<file path="config.mk">
export PLATFORM = sky130hd
export DESIGN_NAME = microseq_ctrl
export DESIGN_NICKNAME = d
export VERILOG_FILES = /design/src/rtl/microseq_pkg.sv /design/src/rtl/microseq_rom.sv /design/src/rtl/microseq_ctrl.sv
export SDC_FILE = /design/constraint.sdc
export NUM_CORES = 1
export LEC_CHECK = 0
export CAP_MARGIN = 10
export CELL_PAD_IN_SITES_DETAIL_PLACEMENT = 1
export CELL_PAD_IN_SITES_GLOBAL_PLACEMENT = 1
export CORE_MARGIN = 2
export CORE_UTILIZATION = 25
export DETAILED_ROUTE_END_ITERATION = 8
export GPL_TIMING_DRIVEN = 0
export PLACE_DENSITY_LB_ADDON = 0.3
export SETUP_SLACK_MARGIN = 0.1
export SYNTH_ARGS = -nofsm -noshare
export SYNTH_HDL_FRONTEND = slang
export SYNTH_SLANG_ARGS = --single-unit
</file>
<file path="constraint.sdc">
create_clock -name clk -period 1.7 [get_ports clk]
set_input_delay 0.34 -clock clk [delete_from_list [all_inputs] [get_ports clk]]
set_output_delay 0.34 -clock clk [all_outputs]
set_load 0.01 [all_outputs]
</file>
<file path="src/rtl/microseq_pkg.sv">
// Shared constants and types for the SAP-style microsequencer: control-bit map, opcodes, microcode words.
// Optional build macro used by the top level: MICROSEQ_FLAG_LATCH_EN.
package microseq_pkg;

  localparam int CW_WIDTH = 16;

  localparam int CB_HLT      = 15;
  localparam int CB_MARWA    = 14;
  localparam int CB_RAMWA    = 13;
  localparam int CB_RAMOA    = 12;
  localparam int CB_INREGOA  = 11;
  localparam int CB_INREGWA  = 10;
  localparam int CB_AWA      = 9;
  localparam int CB_AOA      = 8;
  localparam int CB_SUMOUT   = 7;
  localparam int CB_SUB      = 6;
  localparam int CB_BWA      = 5;
  localparam int CB_OUTREGWA = 4;
  localparam int CB_PCINC    = 3;
  localparam int CB_PCOE     = 2;
  localparam int CB_PCJMP    = 1;
  localparam int CB_FLAGSIN  = 0;

  localparam logic [3:0] OP_NOP = 4'h0;
  localparam logic [3:0] OP_LDA = 4'h1;
  localparam logic [3:0] OP_ADD = 4'h2;
  localparam logic [3:0] OP_SUB = 4'h3;
  localparam logic [3:0] OP_STA = 4'h4;
  localparam logic [3:0] OP_LDI = 4'h5;
  localparam logic [3:0] OP_JMP = 4'h6;
  localparam logic [3:0] OP_JC  = 4'h7;
  localparam logic [3:0] OP_JZ  = 4'h8;
  localparam logic [3:0] OP_OUT = 4'hE;
  localparam logic [3:0] OP_HLT = 4'hF;

  // Microcode words; the comment lists the asserted strobes.
  localparam logic [CW_WIDTH-1:0] CW_FETCH0  = 16'h4004; // marwa pcoe
  localparam logic [CW_WIDTH-1:0] CW_FETCH1  = 16'h1408; // ramoa inregwa pcinc
  localparam logic [CW_WIDTH-1:0] CW_IR_MAR  = 16'h4800; // marwa inregoa
  localparam logic [CW_WIDTH-1:0] CW_RAM_A   = 16'h1200; // ramoa awa
  localparam logic [CW_WIDTH-1:0] CW_RAM_B   = 16'h1020; // ramoa bwa
  localparam logic [CW_WIDTH-1:0] CW_ADD_A   = 16'h0281; // awa sumout flagsin
  localparam logic [CW_WIDTH-1:0] CW_SUB_A   = 16'h02C1; // awa sumout sub flagsin
  localparam logic [CW_WIDTH-1:0] CW_A_RAM   = 16'h2100; // ramwa aoa
  localparam logic [CW_WIDTH-1:0] CW_IR_A    = 16'h0A00; // inregoa awa
  localparam logic [CW_WIDTH-1:0] CW_JUMP    = 16'h0802; // inregoa pcjmp
  localparam logic [CW_WIDTH-1:0] CW_A_OUT   = 16'h0110; // aoa outregwa
  localparam logic [CW_WIDTH-1:0] CW_HALT    = 16'h8000; // hlt

  typedef struct packed {
    logic                end_;
    logic [CW_WIDTH-1:0] cw;
  } uop_t;

endpackage

</file>
<file path="src/rtl/microseq_rom.sv">
// Combinational microcode ROM: (opcode, step, cf, zf) -> {end_, cw} plus an undefined-opcode flag.
// Unreachable (opcode, step) pairs return an empty word with END so the sequencer always recovers.
module microseq_rom
  import microseq_pkg::*;
#(
  parameter int OPW   = 4,
  parameter int STEPW = 3
) (
  input  logic [OPW-1:0]   opcode,
  input  logic [STEPW-1:0] step,
  input  logic             cf,
  input  logic             zf,
  output uop_t             uop,
  output logic             illegal
);

  logic [3:0] op;
  assign op = 4'(opcode);

  always_comb begin
    uop.end_ = 1'b0;
    uop.cw   = '0;
    illegal  = 1'b0;
    case (int'(step))
      0: uop.cw = CW_FETCH0;
      1: uop.cw = CW_FETCH1;
      2: begin
        case (op)
          OP_NOP: uop.end_ = 1'b1;
          OP_LDA, OP_ADD, OP_SUB, OP_STA: uop.cw = CW_IR_MAR;
          OP_LDI: begin uop.cw = CW_IR_A;  uop.end_ = 1'b1; end
          OP_JMP: begin uop.cw = CW_JUMP;  uop.end_ = 1'b1; end
          OP_JC:  begin uop.cw = cf ? CW_JUMP : '0; uop.end_ = 1'b1; end
          OP_JZ:  begin uop.cw = zf ? CW_JUMP : '0; uop.end_ = 1'b1; end
          OP_OUT: begin uop.cw = CW_A_OUT; uop.end_ = 1'b1; end
          // No END: the top level freezes the step counter on HLT.
          OP_HLT: uop.cw = CW_HALT;
          default: begin
            illegal  = 1'b1;
            uop.end_ = 1'b1;
          end
        endcase
      end
      3: begin
        case (op)
          OP_LDA:         begin uop.cw = CW_RAM_A; uop.end_ = 1'b1; end
          OP_ADD, OP_SUB: uop.cw = CW_RAM_B;
          OP_STA:         begin uop.cw = CW_A_RAM; uop.end_ = 1'b1; end
          default:        uop.end_ = 1'b1;
        endcase
      end
      4: begin
        uop.end_ = 1'b1;
        case (op)
          OP_ADD:  uop.cw = CW_ADD_A;
          OP_SUB:  uop.cw = CW_SUB_A;
          default: uop.cw = '0;
        endcase
      end
      default: uop.end_ = 1'b1;
    endcase
  end

endmodule

</file>
<file path="src/rtl/microseq_ctrl.sv">
// Microsequencer top: step counter, sticky halt, illegal pulse, run gating and optional CF/ZF shadows.
// Build macro MICROSEQ_FLAG_LATCH_EN: when defined, JC/JZ branch on flags captured at the last flagsin strobe.
module microseq_ctrl
  import microseq_pkg::*;
#(
  parameter int OPW    = 4,
  parameter int STEPW  = 3,
  parameter int NSTEPS = 5,
  parameter int CWW    = 16
) (
  input  logic             clk,
  input  logic             clr,
  input  logic             run,
  input  logic [OPW-1:0]   opcode,
  input  logic             cf,
  input  logic             zf,
  output logic [CWW-1:0]   ctrl,
  output logic [STEPW-1:0] step,
  output logic             halted,
  output logic             illegal
);

  uop_t                uop;
  logic                rom_illegal;
  logic [CW_WIDTH-1:0] cw;
  logic [STEPW-1:0]    step_nxt;
  logic                br_cf;
  logic                br_zf;

`ifdef MICROSEQ_FLAG_LATCH_EN
  logic cf_q;
  logic zf_q;

  // Shadows follow the gated word, so a stalled or halted cycle never loads them.
  always_ff @(posedge clk or posedge clr) begin
    if (clr) begin
      cf_q <= 1'b0;
      zf_q <= 1'b0;
    end else if (cw[CB_FLAGSIN]) begin
      cf_q <= cf;
      zf_q <= zf;
    end
  end

  assign br_cf = cf_q;
  assign br_zf = zf_q;
`else
  assign br_cf = cf;
  assign br_zf = zf;
`endif

  microseq_rom #(
    .OPW   (OPW),
    .STEPW (STEPW)
  ) u_rom (
    .opcode  (opcode),
    .step    (step),
    .cf      (br_cf),
    .zf      (br_zf),
    .uop     (uop),
    .illegal (rom_illegal)
  );

  always_comb begin
    cw = '0;
    if (halted) begin
      cw = CW_HALT;
    end else if (run) begin
      cw = uop.cw;
    end
  end

  assign ctrl = CWW'(cw);

  always_comb begin
    step_nxt = step;
    if (!halted && run && !uop.cw[CB_HLT]) begin
      if (uop.end_ || (int'(step) + 1 == NSTEPS)) begin
        step_nxt = '0;
      end else begin
        step_nxt = step + STEPW'(1);
      end
    end
  end

  always_ff @(posedge clk or posedge clr) begin
    if (clr) begin
      step    <= '0;
      halted  <= 1'b0;
      illegal <= 1'b0;
    end else begin
      step    <= step_nxt;
      halted  <= halted | (run & uop.cw[CB_HLT]);
      illegal <= run & ~halted & rom_illegal;
    end
  end

endmodule

</file>
==> results.sh <==
export IMPL_status="complete, but fails checks"
export IMPL_violations="setup timing"
export IMPL_fin_nets=162
export IMPL_use_met2=0.422
export IMPL_synth_edf_count=0
export IMPL_clkSlewWorstSetupHoldPaths_ps=40
export IMPL_grt_max_degree=11
export IMPL_gr_usage_met1=0.279
export IMPL_hp_class="in2async"
export IMPL_antenna_found_initial=0
export IMPL_p_per_area_nw_per_um2=1350
export IMPL_path_max_fanout=5
export IMPL_routedWlPerCell_um=18.8
export IMPL_initial_core_util=0.261
export IMPL_hpwl_um=1610
export IMPL_ioPinCount=30
export IMPL_totalWireLength_um=3310
export IMPL_cts_root_buf="clkbuf_4"
export IMPL_slew_headroom=0.681
export IMPL_fin_skew_ps=0.209
export IMPL_gp_congestion=0.813
export IMPL_syn_area_um2=634
export IMPL_fmax_ghz=0.464
export IMPL_clock_latency_ps=240
export IMPL_fp_dieArea_um2=2960
export IMPL_yosysTopAreaCell="dfrtp_1"
export IMPL_die_w_um=54.4
export IMPL_startpoint_type="flip-flop"
export IMPL_syn_inst=84
export IMPL_rows=18
export IMPL_layout_drive_gt1_share=0.719
export IMPL_grt_pass1_wl_um=4730
export IMPL_required_ps=1360
export IMPL_finalHoldViolations=0
export IMPL_viasPerCell=5.15
export IMPL_track_usage=0.229
export IMPL_critical_path_class="reg2out"
export IMPL_port_buffers=28
export IMPL_ys_seq_elements=5
export IMPL_yosysWarnings=0
export IMPL_drv_cap=0
export IMPL_layout_common_cells="buf_4 (23), buf_6 (16), buf_2 (10)"
export IMPL_dr_pass1_iters=4
export IMPL_grt_busiest_layer="met2"
export IMPL_async_reset_ff_frac=1.00
export IMPL_period_needed_ps=2160
export IMPL_cts_buffers=3
export IMPL_avgSynthCellArea_um2=7.55
export IMPL_end_kind="output port"
export IMPL_fp_dieH_um=54.4
export IMPL_leakage_uw=0.000685
export IMPL_fin_crit_sh=1.27
export IMPL_ir_drop_mv=1.01
export IMPL_finalWorstSetupSlack_ps=-455
export IMPL_num_antenna_cells=0
export IMPL_drt_iter0_markers=10
export IMPL_ys_seq_area_frac=0.197
export IMPL_ys_types=34
export IMPL_overflow=0
export IMPL_fillCellCount=274
export IMPL_placed_cells=142
export IMPL_fin_tns_setup_ps=-5630
export IMPL_ant_nets=0
export IMPL_synthesis_nets=99
export IMPL_netlist_top_cells_area="dfrtp_1 (20%), ha_1 (12%), and3_1 (4.9%), nor3_1 (4.7%), inv_1 (4.7%)"
export IMPL_critical_path_arrival_ps=1820
export IMPL_setup_viol=18
export IMPL_h_tree_depth=1
export IMPL_clock_sinks=5
export IMPL_grt_pass1_vias=930
export IMPL_clockBufferDepth=2
export IMPL_vias=906
export IMPL_coreArea_um2=2430
export IMPL_synthToLayoutAreaGrowth_pct=137
export IMPL_post_layout_nonfiller_instances=176
export IMPL_worst_slew_pin_slew_ps=476
export IMPL_cts_tree="done"
export IMPL_drv_slew=0
export IMPL_drc=0
export IMPL_final_common_cell="buf_4"
export IMPL_rsz0062_at_grt="yes"
export IMPL_synth_top_cell_area_share=0.197
export IMPL_synthFlopType="dfrtp_1"
export IMPL_use_met3=0.0219
[cell type report]
class	instances	area (um2)	area share
Buffer	6	53.8	0.0358
Clock buffer	4	26.3	0.0175
Inverter	9	41.3	0.0275
Multi-Input combinational cell	64	722	0.480
Sequential cell	5	130	0.0866
Tap cell	30	37.5	0.0250
Timing Repair Buffer	58	492	0.327
[routing by layer]
metal	wire, um	share of wire
met1	1350	0.41
met2	1730	0.52
met3	117	0.035
met4	107	0.032
met5	0	0
[per-stage QoR]
stage	utilization	area (um2)	hold slack, ps	worst slack (ps)	power, uW
5_1_grt	0.618	1500	329	-517	2170
3_3_place_gp	0.428	1040	547	-991	1060
6_report	0.618	1500	299	-455	2030
2_1_floorplan	-	723	118	8.03	743
4_1_cts	0.582	1420	299	-426	1780
3_5_place_dp	0.428	1040	552	-1010	1100
[power breakdown]
| part | leakage [uW] | internal [uW] | switching [uW] |
|---|---|---|---|
| sequential | 0.0000610 | 171 | 83.0 |
| combinational | 0.000609 | 866 | 776 |
| clock | 0.0000150 | 88.7 | 47.6 |
| total | 0.000685 | 1130 | 906 |
[synth_stat cells (3+ instances only)]
| master | instances |
|---|---|
| nor3_1 | 6 |
| nand2_1 | 4 |
| ha_1 | 6 |
| inv_1 | 8 |
| dfrtp_1 | 5 |
| nor2_1 | 6 |
| o21ai_0 | 3 |
| and3_1 | 5 |
| and2_1 | 3 |
[repair_timing]
item                                    CTS  global route
pin swaps                                12            13
gates resized for setup                 119            15
setup buffers                            27             7
hold buffers                              0             0
gates cloned                              0             0
endpoints found under the setup margin   21            21
[sequential cells by signal (all words and copies together) (netlist names)]
name     cells
step         3
halted       1
illegal      1
[cell families (layout without fill, tap and decap cells)]
family / Yosys count / in the layout / synth area share
mux: 1 / 1 / 0.0158
buf+inv: 15 / 77 / 0.105
xor+xnor: 2 / 2 / 0.0276
compound gates: 18 / 18 / 0.213
fa+ha+maj: 6 / 6 / 0.118
simple gates: 37 / 37 / 0.323
flops: 5 / 5 / 0.197
[worst max-delay path: stages, from the launching register on]
cell and delay [ps]:
dfrtp_2 470, inv_4 110, ha_4 170, nor2b_4 170
and2_4 180, a31oi_4 80, nor3b_2 210, buf_2 170
[final timing paths]
path / startpoint / end / slack (ps) / cells after the start
worst max-delay path: step[0] / ctrl[8] / -460 / 7
worst min-delay path: clr / step[0] / 300 / 2
worst max register to register: step[1] / step[1] / -320 / 9
worst min register to register: halted / halted / 580 / 1
max in group asynchronous: clr / halted / 1220 / 2
min in group clk: opcode[2] / illegal / 560 / 3
(Power assumes the default switching activity.)
